===== src/rtl/product_hex_display.sv =====
// Holds the radix-4 multiplier product and shows it as four active-low hex digits on a debounced button press.
// Optional macro LEAD_ZERO_BLANK_EN blanks leading zero digits; out0 always shows.
module product_hex_display #(
    parameter int unsigned WIDTH           = 16,
    parameter int unsigned DEBOUNCE_CYCLES = 4
) (
    input  logic             clk,
    input  logic             rst,
    input  logic             ready,
    input  logic [WIDTH-1:0] result,
    input  logic             putOut,
    output logic             shown,
    output logic [0:6]       out0,
    output logic [0:6]       out1,
    output logic [0:6]       out2,
    output logic [0:6]       out3
);

    localparam int unsigned CNT_W = (DEBOUNCE_CYCLES < 1) ? 1 : $clog2(DEBOUNCE_CYCLES + 1);

    typedef enum logic [1:0] {
        IDLE,
        CAPTURED,
        SHOW
    } state_t;

    state_t           state_q;
    logic [15:0]      hold_q;
    logic [15:0]      result_ext;
    logic             ready_q;
    logic             s1_q, s2_q;
    logic [CNT_W-1:0] cnt_q, cnt_d;
    logic             cap, press;
    logic             shown_q;
    logic [0:6]       out0_q, out1_q, out2_q, out3_q;
    logic [0:6]       show_seg [4];

    function automatic logic [0:6] hex_seg(input logic [3:0] nib);
        logic [0:6] seg;
        case (nib)
            4'h0: seg = 7'b0000001;
            4'h1: seg = 7'b1001111;
            4'h2: seg = 7'b0010010;
            4'h3: seg = 7'b0000110;
            4'h4: seg = 7'b1001100;
            4'h5: seg = 7'b0100100;
            4'h6: seg = 7'b0100000;
            4'h7: seg = 7'b0001111;
            4'h8: seg = 7'b0000000;
            4'h9: seg = 7'b0000100;
            4'hA: seg = 7'b0001000;
            4'hB: seg = 7'b1100000;
            4'hC: seg = 7'b0110001;
            4'hD: seg = 7'b1000010;
            4'hE: seg = 7'b0110000;
            default: seg = 7'b0111000;
        endcase
        return seg;
    endfunction

    always_comb begin
        result_ext             = '0;
        result_ext[WIDTH-1:0]  = result;
    end

    assign cap   = ready && !ready_q;
    assign press = !s2_q && (cnt_q == CNT_W'(DEBOUNCE_CYCLES - 1));

    always_comb begin
        cnt_d = cnt_q;
        if (s2_q) begin
            cnt_d = '0;
        end else if (cnt_q < CNT_W'(DEBOUNCE_CYCLES)) begin
            cnt_d = cnt_q + 1'b1;
        end
    end

    // Digit patterns for the held value; leading-zero blanking scans from out3 down to out1.
    always_comb begin
`ifdef LEAD_ZERO_BLANK_EN
        logic lead;
`endif
        for (int unsigned i = 0; i < 4; i++) begin
            show_seg[i] = hex_seg(hold_q[4*i +: 4]);
        end
`ifdef LEAD_ZERO_BLANK_EN
        lead = 1'b1;
        for (int unsigned i = 3; i >= 1; i--) begin
            lead = lead && (hold_q[4*i +: 4] == 4'h0);
            if (lead) begin
                show_seg[i] = '1;
            end
        end
`endif
    end

    // Button synchroniser and debounce counter; reset to the released level.
    always_ff @(posedge clk) begin
        if (!rst) begin
            s1_q    <= 1'b1;
            s2_q    <= 1'b1;
            cnt_q   <= '0;
            ready_q <= 1'b1;
        end else begin
            s1_q    <= putOut;
            s2_q    <= s1_q;
            cnt_q   <= cnt_d;
            ready_q <= ready;
        end
    end

    // A capture overrides a coincident press.
    always_ff @(posedge clk) begin
        if (!rst) begin
            state_q <= IDLE;
            hold_q  <= '0;
            shown_q <= 1'b0;
            out0_q  <= '1;
            out1_q  <= '1;
            out2_q  <= '1;
            out3_q  <= '1;
        end else if (cap) begin
            state_q <= CAPTURED;
            hold_q  <= result_ext;
            shown_q <= 1'b0;
            out0_q  <= '1;
            out1_q  <= '1;
            out2_q  <= '1;
            out3_q  <= '1;
        end else if (press) begin
            case (state_q)
                IDLE: begin
                    state_q <= IDLE;
                end
                CAPTURED: begin
                    state_q <= SHOW;
                    shown_q <= 1'b1;
                    out0_q  <= show_seg[0];
                    out1_q  <= show_seg[1];
                    out2_q  <= show_seg[2];
                    out3_q  <= show_seg[3];
                end
                SHOW: begin
                    state_q <= CAPTURED;
                    shown_q <= 1'b0;
                    out0_q  <= '1;
                    out1_q  <= '1;
                    out2_q  <= '1;
                    out3_q  <= '1;
                end
                default: begin
                    state_q <= IDLE;
                    shown_q <= 1'b0;
                    out0_q  <= '1;
                    out1_q  <= '1;
                    out2_q  <= '1;
                    out3_q  <= '1;
                end
            endcase
        end
    end

    assign shown = shown_q;
    assign out0  = out0_q;
    assign out1  = out1_q;
    assign out2  = out2_q;
    assign out3  = out3_q;

endmodule

===== config.mk =====
export PLATFORM = sky130hd
export DESIGN_NAME = product_hex_display
export DESIGN_NICKNAME = d
export VERILOG_FILES = /design/src/rtl/product_hex_display.sv
export SDC_FILE = /design/constraint.sdc
export NUM_CORES = 1
export LEC_CHECK = 0
export CAP_MARGIN = 20
export CORE_ASPECT_RATIO = 1.5
export CORE_MARGIN = 2
export CORE_UTILIZATION = 40
export CTS_CLUSTER_SIZE = 24
export DETAILED_ROUTE_END_ITERATION = 7
export MAX_ROUTING_LAYER = met4
export PLACE_DENSITY = 0.58
export SYNTH_ARGS = -nofsm -noshare
export SYNTH_HDL_FRONTEND = slang
export SYNTH_SLANG_ARGS = --single-unit

===== constraint.sdc =====
create_clock -name clk -period 5.4 [get_ports clk]
set_clock_uncertainty 0.05 [all_clocks]
set_input_delay 1.08 -clock clk [delete_from_list [all_inputs] [get_ports clk]]
set_output_delay 1.08 -clock clk [all_outputs]
set_load 0.03 [all_outputs]

[Word level (Yosys, flattened, before mapping)]
Memory sizes are Yosys's and may differ from the RTL's. A register that Yosys moved wholly into a read port is not among the register bits.
Cells that the tools add are included.
Word-level totals
  flip-flop bits (word level): 53
  bits in latches: 0
  memories kept: 4
  output and inout bits: 29
  bits in writable memories: 0
  bits of input ports: 20
  ROM bits: 448
Memories
  (no name shown): words 16, width 7, rd ports 1, clocked after Yosys merged registers in 1, wr ports 0, line 40  | case (nib)
  (no name shown): words 16, width 7, rd ports 1, clocked after Yosys merged registers in 1, wr ports 0, line 40
  (no name shown): words 16, width 7, rd ports 1, clocked after Yosys merged registers in 1, wr ports 0, line 40
  (no name shown): words 16, width 7, rd ports 1, clocked after Yosys merged registers in 1, wr ports 0, line 40
Cells by class
  equality and inequality tests: 3
  bitwise logic cells: 2
  div/mod/pow operators: 0
  shift-type cells: 0
  reductions and logical operators: 9
  multiplexer cells: 16
  add/sub/neg operators: 1
  $lt $le $gt $ge: 1
  $mul: 0
Operators by type and width (count)
  $pmux W7 S2: 4
  $mux W4: 8
  $pmux W2 S2: 1
  $reduce_or A2 Y1: 2
  $add A3 B1 Y3 const B: 1
  $eq A3 B2 Y1 const B: 1
  $lt A3 B3 Y1 const B: 1
  $eq A2 B1 Y1 const B: 1
  $eq A2 B2 Y1 const B: 1
  $logic_and A1 B1 Y1: 2
  $logic_not A1 Y1: 2
  $logic_not A2 Y1: 1
  $mux W1: 2
  $not A1 Y1: 2
  $pmux W1 S2: 1
  $reduce_and A2 Y1: 1
  $reduce_bool A2 Y1: 1

[Logic depth before layout (Yosys ltp)]
Gate-level depths: netlist of the first run.
  depth in word-level cells: 4
  depth in mapped cells: 10
  depth with buffers taken out: 8

[Least setup slack after synthesis of the first run]
No wires, ideal clock.
  path kind: input-to-reg
  start: input port ready
  end: register, netlist name show_seg[12]
  slack: 2.662 ns
  library setup time: 0.117 ns
  stages: 10
  arrival: 2.571 ns
  cell sequence: nand2b_1 > buf_4 > buf_6 > nand2_1 > a21boi_1 > inv_1 > ha_1 > inv_1 > mux2i_1 > a32o_1
On the way
  cells in the longest elaborated chain, start to end: 3
Ends and longest elaborated chain
  start: declaration: line 9  | input logic ready,
  $logic_and A1 B1 Y1: line 66  | assign cap = ready && !ready_q;
  $mux W4 (no line) (2 in a row)
No other way between the ends.
A chain may end at the register's enable or synchronous reset.

[Worst setup path in the final report of the first run]
  start: input port ready
  end: register, netlist name show_seg[3]
On the way
  cells in the longest elaborated chain, start to end: 3
Ends and longest elaborated chain (line)
  $logic_and A1 B1 Y1: 66
  $mux W4 (no line) (2 in a row)
No other way between the ends.

==> results of run 1 <==
## cell usage after synthesis, types with 3 or more instances
library cell,number
dfxtp_1,81
nand2_1,44
o22ai_1,37
ha_1,26
inv_1,24
mux2i_1,23
and4b_1,10
buf_2,10
nand2b_1,8
o21ai_1,8
a31oi_4,6
nand3_1,6
a21oi_1,5
buf_6,5
inv_2,5
nor2_1,5
mux2_1,4
mux2i_4,4
nor3_1,4
nor3b_1,4
xnor2_1,4
a211oi_1,3
a31oi_2,3
clkbuf_1,3
## layer usage
layer | vias up | track usage | share of wire
met2 | 46 | 0.265 | 0.50
met3 | 11 | 0.0511 | 0.037
met5 | - | - | 0
li1 | 1333 | - | -
met4 | 0 | 0.0719 | 0.017
met1 | 1208 | 0.192 | 0.44
## worst max-delay path by stage
stage	startpoint	to	slack (ps)	cells after the start
after floorplan	ready	show_seg[12]$_DFF_P_	2660	10
after detailed placement	ready	show_seg[3]$_DFF_P_	1350	8
after global placement	ready	show_seg[3]$_DFF_P_	1490	6
after global routing	ready	show_seg[3]$_DFF_P_	1450	8
after CTS	ready	show_seg[3]$_DFF_P_	1700	8
final	ready	show_seg[3]$_DFF_P_	1700	6
## per-stage QoR
stage                util  hold WS, ps
detailed placement  0.469          353
global route        0.512          395
finish              0.512          365
CTS                 0.510          369
floorplan               -          336
global placement    0.469          362
## layout by cell type, fill, tap and decap left out, types with 6 or more instances in the layout
cell | netlist | final
nand3_1 | 6 | 6
mux2i_1 | 23 | 23
and4b_1 | 10 | 10
a31oi_4 | 6 | 6
nand2_1 | 44 | 44
clkdlybuf4s50_1 | 0 | 47
nand2b_1 | 8 | 8
o21ai_1 | 8 | 8
clkbuf_16 | 0 | 9
inv_1 | 24 | 24
ha_1 | 26 | 26
o22ai_1 | 37 | 37
dfxtp_1 | 81 | 81
## cell type report
type | count | area (um^2) | area share
multi-input combinational | 226 | 1800 | 0.396
sequential | 81 | 1620 | 0.357
timing repair buffer | 52 | 513 | 0.113
clock buffer | 12 | 267 | 0.0586
tap | 110 | 138 | 0.0303
inverter | 29 | 109 | 0.0239
clock inverter | 4 | 97.6 | 0.0215
## cells by family (layout without fill, tap and decap cells)
family / after synthesis / after routing / synth area share
buffers and inverters: 51 / 97 / 0.0706
adder cells (fa/ha/maj): 26 / 26 / 0.0883
AO/OA/AOI/OAI: 73 / 73 / 0.157
AND/OR/NAND/NOR: 89 / 89 / 0.126
XOR/XNOR: 5 / 5 / 0.0119
flip-flops: 81 / 81 / 0.440
multiplexers: 33 / 33 / 0.105
## state kept, by name, summed over array words and instances (netlist names), 2 cells and up
signal,count
out2,7
show_seg,28
out1,7
cnt_q,3
out0,7
out3,7
state_q,2
hold_q,16
## critical path, stage by stage
cell and delay [ps]:
clkdlybuf4s50_1 660, nand2b_1 590, a31oi_1 770, ha_1 360, mux2_1 300, mux2i_1 150
## power by group
| part | switching, uW | internal (uW) |
|---|---|---|
| Combinational | 49.9 | 42.7 |
| Clock | 233 | 489 |
| Sequential | 7.71 | 617 |
| Total | 291 | 1150 |
==> impl_metrics.env, run 1 <==
export IMPL_status="complete, no violations"
export IMPL_ctsResizeCount=0
export IMPL_yosysWarnings=0
export IMPL_num_vias=2598
export IMPL_critPathArrivalTime_ps=3900
export IMPL_stdcell_area_um2=4550
export IMPL_syn_area_um2=3680
export IMPL_gr_total_overflow=0
export IMPL_finalSetupViolCount=0
export IMPL_grtUsageTotal=0.167
export IMPL_synth_edf_count=0
export IMPL_r2r_cells=8
export IMPL_antenna_found_initial=0
export IMPL_finalWeightedCongestion=0.799
export IMPL_post_cts_setup_buffers=0
export IMPL_maxSlewHeadroom=0.341
export IMPL_root_buffer="clkbuf_16"
export IMPL_fmax_mhz=271
export IMPL_grt_pass1_wl_um=12100
export IMPL_final_nets=445
export IMPL_layout_drive_gt1_share=0.111
export IMPL_worstMarginPinSlew_ps=988
export IMPL_die_width_um=82.4
export IMPL_synthTopCellsByArea="dfxtp_1 44%, ha_1 8.8%, o22ai_1 6.3%, mux2i_1 6.3%, nand2_1 4.5%"
export IMPL_holdPathStages=1
export IMPL_crit_type="primary input to register"
export IMPL_numCtsBuffers=9
export IMPL_synthToLayoutAreaGrowth_pct=23.4
export IMPL_hold_path_class="register to register"
export IMPL_leakage_uw=0.00191
export IMPL_rsz0062_at_grt="false"
export IMPL_placed_area_um2=4170
export IMPL_rr_endpoint="show_seg[12]$_DFF_P_"
export IMPL_synth_flop_cell="dfxtp_1"
export IMPL_cts_sinks=81
export IMPL_async_reset_ff_frac=0
export IMPL_first_iter_violations=175
export IMPL_grt_pass1_vias=2556
export IMPL_antenna_cells=0
export IMPL_num_rows=42
export IMPL_syn_avg_cell_area_um2=10.3
export IMPL_clk_latency_ps=340
export IMPL_dp_hpwl_um=4970
export IMPL_wl_per_cell_um=14.4
export IMPL_cts_tree="built"
export IMPL_required_ps=5610
export IMPL_cp_max_fo=15
export IMPL_drc=0
export IMPL_die_y_um=122
export IMPL_synth_top_area_frac=0.440
export IMPL_path_clk_slew_ps=60
export IMPL_ir_worst_vdd_uv=159
export IMPL_p_per_area_nw_per_um2=317
export IMPL_holdPathEnd="s2_q$_SDFF_PN1_"
export IMPL_end_kind="register"
export IMPL_start_util=0.415
export IMPL_cap_viol_max_count=0
export IMPL_grt_start_max_net_pins=40
export IMPL_finalPower_uw=1440
export IMPL_via_per_inst=5.05
export IMPL_synth_largest_area_cell="dfxtp_1"
export IMPL_fill_cells=801
export IMPL_min_delay_start="s1_q$_SDFF_PN1_"
export IMPL_post_place_cells=497
export IMPL_maxSlewViolCount=0
export IMPL_worst_setup_path_start_kind="primary input"
export IMPL_coreArea_um2=8880
export IMPL_syn_instance_count=358
export IMPL_dr_pass1_iters=4
export IMPL_hold_viol=0
export IMPL_period_needed_ps=3700
export IMPL_timing_rr_start="ready_q$_SDFF_PN1_"
export IMPL_ant_nets=0
export IMPL_min_period_over_period=0.684
export IMPL_yosys_cell_types_count=41
export IMPL_final_cell_count_no_fill=514
export IMPL_routed_wl_um=7380
export IMPL_die_area_um2=10000
export IMPL_port_buffers=48
export IMPL_boundaryPins=49
export IMPL_place_ws_ps=1350
export IMPL_synth_fp_nets=404
export IMPL_hold_buffers=0
export IMPL_setup_ws_ps=1700
export IMPL_cts_max_level=3
export IMPL_yosysSeqAreaShare=0.440
export IMPL_ff2ff_setup_slack_ps=2550
export IMPL_finalSetupTns_ps=0
export IMPL_clk_path_buf_depth=2
export IMPL_ys_ff_latch=81
(Power assumes the default switching activity.)
==> inputs of run 2 (changes only) <==
--- a/config.mk
+++ b/config.mk
@@ -12,7 +12,7 @@
 export CTS_CLUSTER_SIZE = 24
 export DETAILED_ROUTE_END_ITERATION = 7
 export MAX_ROUTING_LAYER = met4
-export PLACE_DENSITY = 0.58
+export PLACE_DENSITY = 0.6
 export SYNTH_ARGS = -nofsm -noshare
 export SYNTH_HDL_FRONTEND = slang
 export SYNTH_SLANG_ARGS = --single-unit
==> constraint.sdc (replaced) <==
create_clock -name clk -period 3.3 [get_ports clk]
set_clock_uncertainty 0.05 [all_clocks]
set_input_delay 0.66 -clock clk [delete_from_list [all_inputs] [get_ports clk]]
set_output_delay 0.66 -clock clk [all_outputs]
set_load 0.03 [all_outputs]
==> run 2 against run 1 <==
Net effect: worst setup slack worse by 1100 ps; highest routed layer unchanged; power is 57% higher; cell count is 1.2% higher; largest power group unchanged; critical path depth is 2 higher; cell area hardly changed; sequential power is 63% higher; first-iteration DRC count is 28% lower.
==> impl_metrics.env, run 2 (synthesis gave the netlist of run 1 again) <==
export IMPL_final_nets=451
export IMPL_grt_pass1_wl_um=12500
export IMPL_ctsResizeCount=0
export IMPL_status="complete, no violations"
export IMPL_crit_path_max_incr_delay_ps=670
export IMPL_hold_path_class="register to register"
export IMPL_path_delay_family="buffers and inverters"
export IMPL_multi_input_area_um2=1800
export IMPL_port_buffers=48
export IMPL_first_iter_violations=126
export IMPL_die_area_um2=10000
export IMPL_crit_buf_inv=3
export IMPL_ff2ff_setup_slack_ps=1110
export IMPL_utilization=0.512
export IMPL_finalWeightedCongestion=0.792
export IMPL_antenna_found_initial=0
export IMPL_ir_worst_vdd_uv=303
export IMPL_critPathArrivalTime_ps=2880
export IMPL_p_per_area_nw_per_um2=496
export IMPL_rsz0062_at_grt="false"
export IMPL_hold_viol=0
export IMPL_layout_commonest_cell="dfxtp_1"
export IMPL_fill_cells=823
export IMPL_cts_max_level=3
export IMPL_boundaryPins=49
export IMPL_fmax_mhz=377
export IMPL_p_int_uw=1770
export IMPL_cap_viol_max_count=0
export IMPL_clk_path_buf_depth=2
export IMPL_die_width_um=82.4
export IMPL_crit_chain="clkdlybuf4s50_1 -> nand2b_1 -> buf_4 -> a31oi_1 -> inv_1 -> ha_1 -> mux2_1 -> o21ai_1"
export IMPL_cp_max_fo=13
export IMPL_finalSetupTns_ps=0
export IMPL_leakage_uw=0.00192
export IMPL_rr_endpoint="out1[3]$_SDFFE_PP1P_"
export IMPL_end_kind="register"
export IMPL_hold_buffers=0
export IMPL_layout_drive_gt1_share=0.124
export IMPL_maxSlewViolCount=0
export IMPL_grtUsageTotal=0.171
export IMPL_min_period_over_period=0.805
export IMPL_maxSlewHeadroom=0.662
export IMPL_swShare=0.216
export IMPL_wl_per_cell_um=14.4
export IMPL_grt_start_max_net_pins=24
export IMPL_root_buffer="clkbuf_16"
export IMPL_routed_wl_um=7480
export IMPL_cts_sinks=81
export IMPL_grt_pass1_vias=2564
export IMPL_num_rows=42
export IMPL_register_area_um2=1620
export IMPL_ant_nets=0
export IMPL_worstMarginPinSlew_ps=505
export IMPL_antenna_cells=0
export IMPL_holdPathStages=1
export IMPL_crit_type="primary input to register"
export IMPL_via_per_inst=5.03
export IMPL_start_util=0.415
export IMPL_crit_cells=8
export IMPL_p_sw_uw=488
export IMPL_die_y_um=122
export IMPL_timing_rr_start="cnt_q[0]$_SDFFE_PP0N_"
export IMPL_required_ps=3520
export IMPL_power_frac_seq=0.453
export IMPL_period_needed_ps=2660
export IMPL_dr_pass1_iters=4
export IMPL_coreArea_um2=8880
export IMPL_post_cts_setup_buffers=0
export IMPL_clkPwrFrac=0.478
export IMPL_min_delay_start="s1_q$_SDFF_PN1_"
export IMPL_cts_tree="built"
export IMPL_numCtsBuffers=9
export IMPL_largest_reg_flops=28
export IMPL_p_comb_frac=0.069
export IMPL_final_cell_mix="81 x dfxtp_1, 47 x clkdlybuf4s50_1, 44 x nand2_1"
export IMPL_critPathSlowestCell="clkdlybuf4s50_1"
export IMPL_gr_total_overflow=0
export IMPL_num_vias=2617
export IMPL_holdPathEnd="s2_q$_SDFF_PN1_"
export IMPL_r2r_cells=7
export IMPL_path_clk_slew_ps=60
export IMPL_critPathLaunch="ready"
export IMPL_finalSetupViolCount=0
export IMPL_worst_setup_path_start_kind="primary input"
export IMPL_dp_hpwl_um=5380
export IMPL_clk_latency_ps=340
export IMPL_synthToLayoutAreaGrowth_pct=23.5
export IMPL_drc=0
==> run 2: worst register-to-register path: stages, from the launching register on <==
cell	delay (ps)
dfxtp_1	350
ha_1	160
ha_1	130
nor2b_1	370
nand3b_1	410
buf_4	360
o22ai_1	160
nand2_1	70
==> run 2: how the worst max path moves through the flow <==
stage	slack [ps]	endpoint
after floorplan	980	show_seg[12]$_DFF_P_
after global placement	360	show_seg[2]$_DFF_P_
after detailed placement	280	show_seg[2]$_DFF_P_
after CTS	630	show_seg[2]$_DFF_P_
after global routing	460	show_seg[2]$_DFF_P_
final	640	show_seg[2]$_DFF_P_
==> run 2: metrics by stage <==
stage,worst slack [ps],area (um^2),std cells,hold WS (ps),power (uW)
finish,644,4550,520,385,2260
global placement,357,4220,504,364,1200
detailed placement,281,4220,504,361,1200
floorplan,982,3680,358,336,1160
global route,459,4550,520,402,2350
CTS,627,4550,520,388,2290
==> run 2: layout make-up <==
cell class	count	share of cell area
inverters	29	0.0239
flip-flops and latches	81	0.356
well taps	110	0.0303
multi-input cells	226	0.396
clock buffers	10	0.0525
clock inverters	6	0.0198
repair buffers	58	0.121
==> run 2: power by group through the flow <==
stage	Clock [uW]	Sequential [uW]	Combinational, uW
final	1080	1020	156
after global routing	1150	1020	174
after global placement	0	1040	156
after CTS	1100	1020	159
after detailed placement	0	1040	157
after floorplan	0	1040	116
==> run 2: layer usage <==
layer / wire length, um / track usage
met1: 3180 / 0.196
met2: 3860 / 0.284
met3: 308 / 0.0400
met4: 136 / 0.0688
met5: 0 / -
==> inputs of run 3 (changes only) <==
--- a/config.mk
+++ b/config.mk
@@ -12,7 +12,7 @@
 export CTS_CLUSTER_SIZE = 24
 export DETAILED_ROUTE_END_ITERATION = 7
 export MAX_ROUTING_LAYER = met4
-export PLACE_DENSITY = 0.6
+export PLACE_DENSITY = 0.58
 export SYNTH_ARGS = -nofsm -noshare
 export SYNTH_HDL_FRONTEND = slang
 export SYNTH_SLANG_ARGS = --single-unit
==> constraint.sdc (replaced) <==
create_clock -name clk -period 2.6 [get_ports clk]
set_clock_uncertainty 0.05 [all_clocks]
set_input_delay 0.52 -clock clk [delete_from_list [all_inputs] [get_ports clk]]
set_output_delay 0.52 -clock clk [all_outputs]
set_load 0.03 [all_outputs]
==> run 3 against run 2 <==
Net effect: global-route usage is 0.29 points higher; cell area is 3.5% higher; cell count is 3.8% higher; sequential share of layout area is 1.2 points lower; wire length is 1.7% higher; clock power is 28% higher; register-to-register slack worse by 630 ps; count of clock-buffer cells in the layout is 3 higher; worst setup slack worse by 320 ps; core utilization is 1.8 points higher; via count is 2.5% higher; critical path type unchanged; largest cell class unchanged; largest power group unchanged.
==> impl_metrics.env, run 3 (synthesis gave the netlist of run 1 again) <==
export IMPL_end_kind="register"
export IMPL_layout_commonest_cell="dfxtp_1"
export IMPL_rr_endpoint="show_seg[12]$_DFF_P_"
export IMPL_start_util=0.415
export IMPL_use_met1=0.200
export IMPL_rsz0062_at_grt="false"
export IMPL_routed_wl_um=7600
export IMPL_required_ps=2810
export IMPL_antenna_found_initial=0
export IMPL_crit_type="primary input to register"
export IMPL_port_buffers=48
export IMPL_post_cts_setup_buffers=0
export IMPL_num_rows=42
export IMPL_grt_most_used_layer="met2"
export IMPL_cts_max_level=3
export IMPL_layout_drive_gt1_share=0.163
export IMPL_timing_rr_start="ready_q$_SDFF_PN1_"
export IMPL_finalSetupTns_ps=0
export IMPL_coreArea_um2=8880
export IMPL_ff2ff_setup_slack_ps=480
export IMPL_worst_setup_path_start_kind="primary input"
export IMPL_numCtsBuffers=9
export IMPL_cap_viol_max_count=0
export IMPL_final_cell_mix="81 x dfxtp_1, 47 x clkdlybuf4s50_1, 44 x nand2_1"
export IMPL_hold_buffers=0
export IMPL_final_nets=472
export IMPL_cts_tree="built"
export IMPL_grt_pass1_vias=2651
export IMPL_crit_chain="clkdlybuf4s50_1 -> nand2b_1 -> buf_4 -> a31oi_2 -> ha_1 -> inv_1 -> mux2_1 -> mux2i_1"
export IMPL_crit_path_max_incr_delay_ps=540
export IMPL_die_y_um=122
export IMPL_grt_pass1_wl_um=12700
export IMPL_hold_viol=0
export IMPL_hold_path_class="register to register"
export IMPL_status="complete, no violations"
export IMPL_drc=0
export IMPL_grt_start_max_net_pins=30
export IMPL_worstMarginPinSlew_ps=452
export IMPL_met3_usage=0.0341
export IMPL_gr_total_overflow=0
export IMPL_finalPower_uw=2890
export IMPL_period_needed_ps=2270
export IMPL_dr_pass1_iters=4
export IMPL_die_width_um=82.4
export IMPL_finalWeightedCongestion=0.855
export IMPL_ant_nets=0
export IMPL_first_iter_violations=75
export IMPL_clk_path_buf_depth=2
export IMPL_min_delay_start="s1_q$_SDFF_PN1_"
export IMPL_path_clk_slew_ps=60
export IMPL_grtUsageMet2=0.281
export IMPL_wl_per_cell_um=14.1
export IMPL_holdPathStages=1
export IMPL_cp_max_fo=6
export IMPL_root_buffer="clkbuf_16"
export IMPL_clk_latency_ps=340
export IMPL_boundaryPins=49
export IMPL_dp_hpwl_um=5580
export IMPL_leakage_uw=0.00202
export IMPL_critPathSlowestCell="clkdlybuf4s50_1"
export IMPL_grtUsageTotal=0.174
export IMPL_maxSlewHeadroom=0.692
export IMPL_via_per_inst=4.97
export IMPL_p_per_area_nw_per_um2=615
export IMPL_min_period_over_period=0.874
export IMPL_holdPathEnd="s2_q$_SDFF_PN1_"
export IMPL_path_delay_family="buffers and inverters"
export IMPL_ir_worst_vdd_uv=368
export IMPL_setup_ws_ps=327
export IMPL_cts_sinks=81
export IMPL_antenna_cells=0
export IMPL_place_ws_ps=-0.560
export IMPL_synthToLayoutAreaGrowth_pct=27.8
export IMPL_largest_reg_flops=28
export IMPL_crit_buf_inv=3
export IMPL_die_area_um2=10000
export IMPL_ctsResizeCount=0
export IMPL_finalSetupViolCount=0
export IMPL_fmax_mhz=440
export IMPL_num_vias=2683
export IMPL_r2r_cells=9
export IMPL_critPathArrivalTime_ps=2480
export IMPL_maxSlewViolCount=0
-- run 3: worst max-delay path by stage --
stage | start | endpoint | slack, ps | cells after the start
after global placement | ready | show_seg[2]$_DFF_P_ | 40 | 6
after floorplan | ready | show_seg[12]$_DFF_P_ | 420 | 10
after CTS | ready | show_seg[24]$_DFF_P_ | 330 | 8
final | ready | show_seg[24]$_DFF_P_ | 330 | 8
after global routing | ready | show_seg[24]$_DFF_P_ | 170 | 8
after detailed placement | ready | show_seg[24]$_DFF_P_ | -0.6 | 8
-- run 3: layout make-up --
type | instances | area [um^2]
Clock buffer | 13 | 270
Clock inverter | 2 | 60.1
Fill cell | 807 | 4170
Inverter | 29 | 109
Multi-Input combinational cell | 226 | 1800
Sequential cell | 81 | 1620
Tap cell | 110 | 138
Timing Repair Buffer | 79 | 708
-- run 3: layer usage --
layer / vias to the layer above / share of wire
li1: 1381 / -
met1: 1239 / 0.44
met5: - / 0
met3: 15 / 0.029
met4: 0 / 0.026
met2: 48 / 0.51
-- run 3: metrics by stage --
stage / area (um^2) / util / std cells / hold WS [ps]
final: 4710 / 0.530 / 540 / 371
after global routing: 4710 / 0.530 / 540 / 394
after detailed placement: 4380 / 0.493 / 525 / 367
after CTS: 4710 / 0.530 / 540 / 380
after floorplan: 3680 / - / 358 / 336
after global placement: 4380 / 0.493 / 525 / 352
-- run 3: power breakdown --
group	leakage [uW]	switching, uW	total [uW]	internal [uW]
clock	0.000162	467	1380	914
sequential	0.000659	15.9	1300	1280
combinational	0.00120	108	215	107
total	0.00202	590	2890	2300
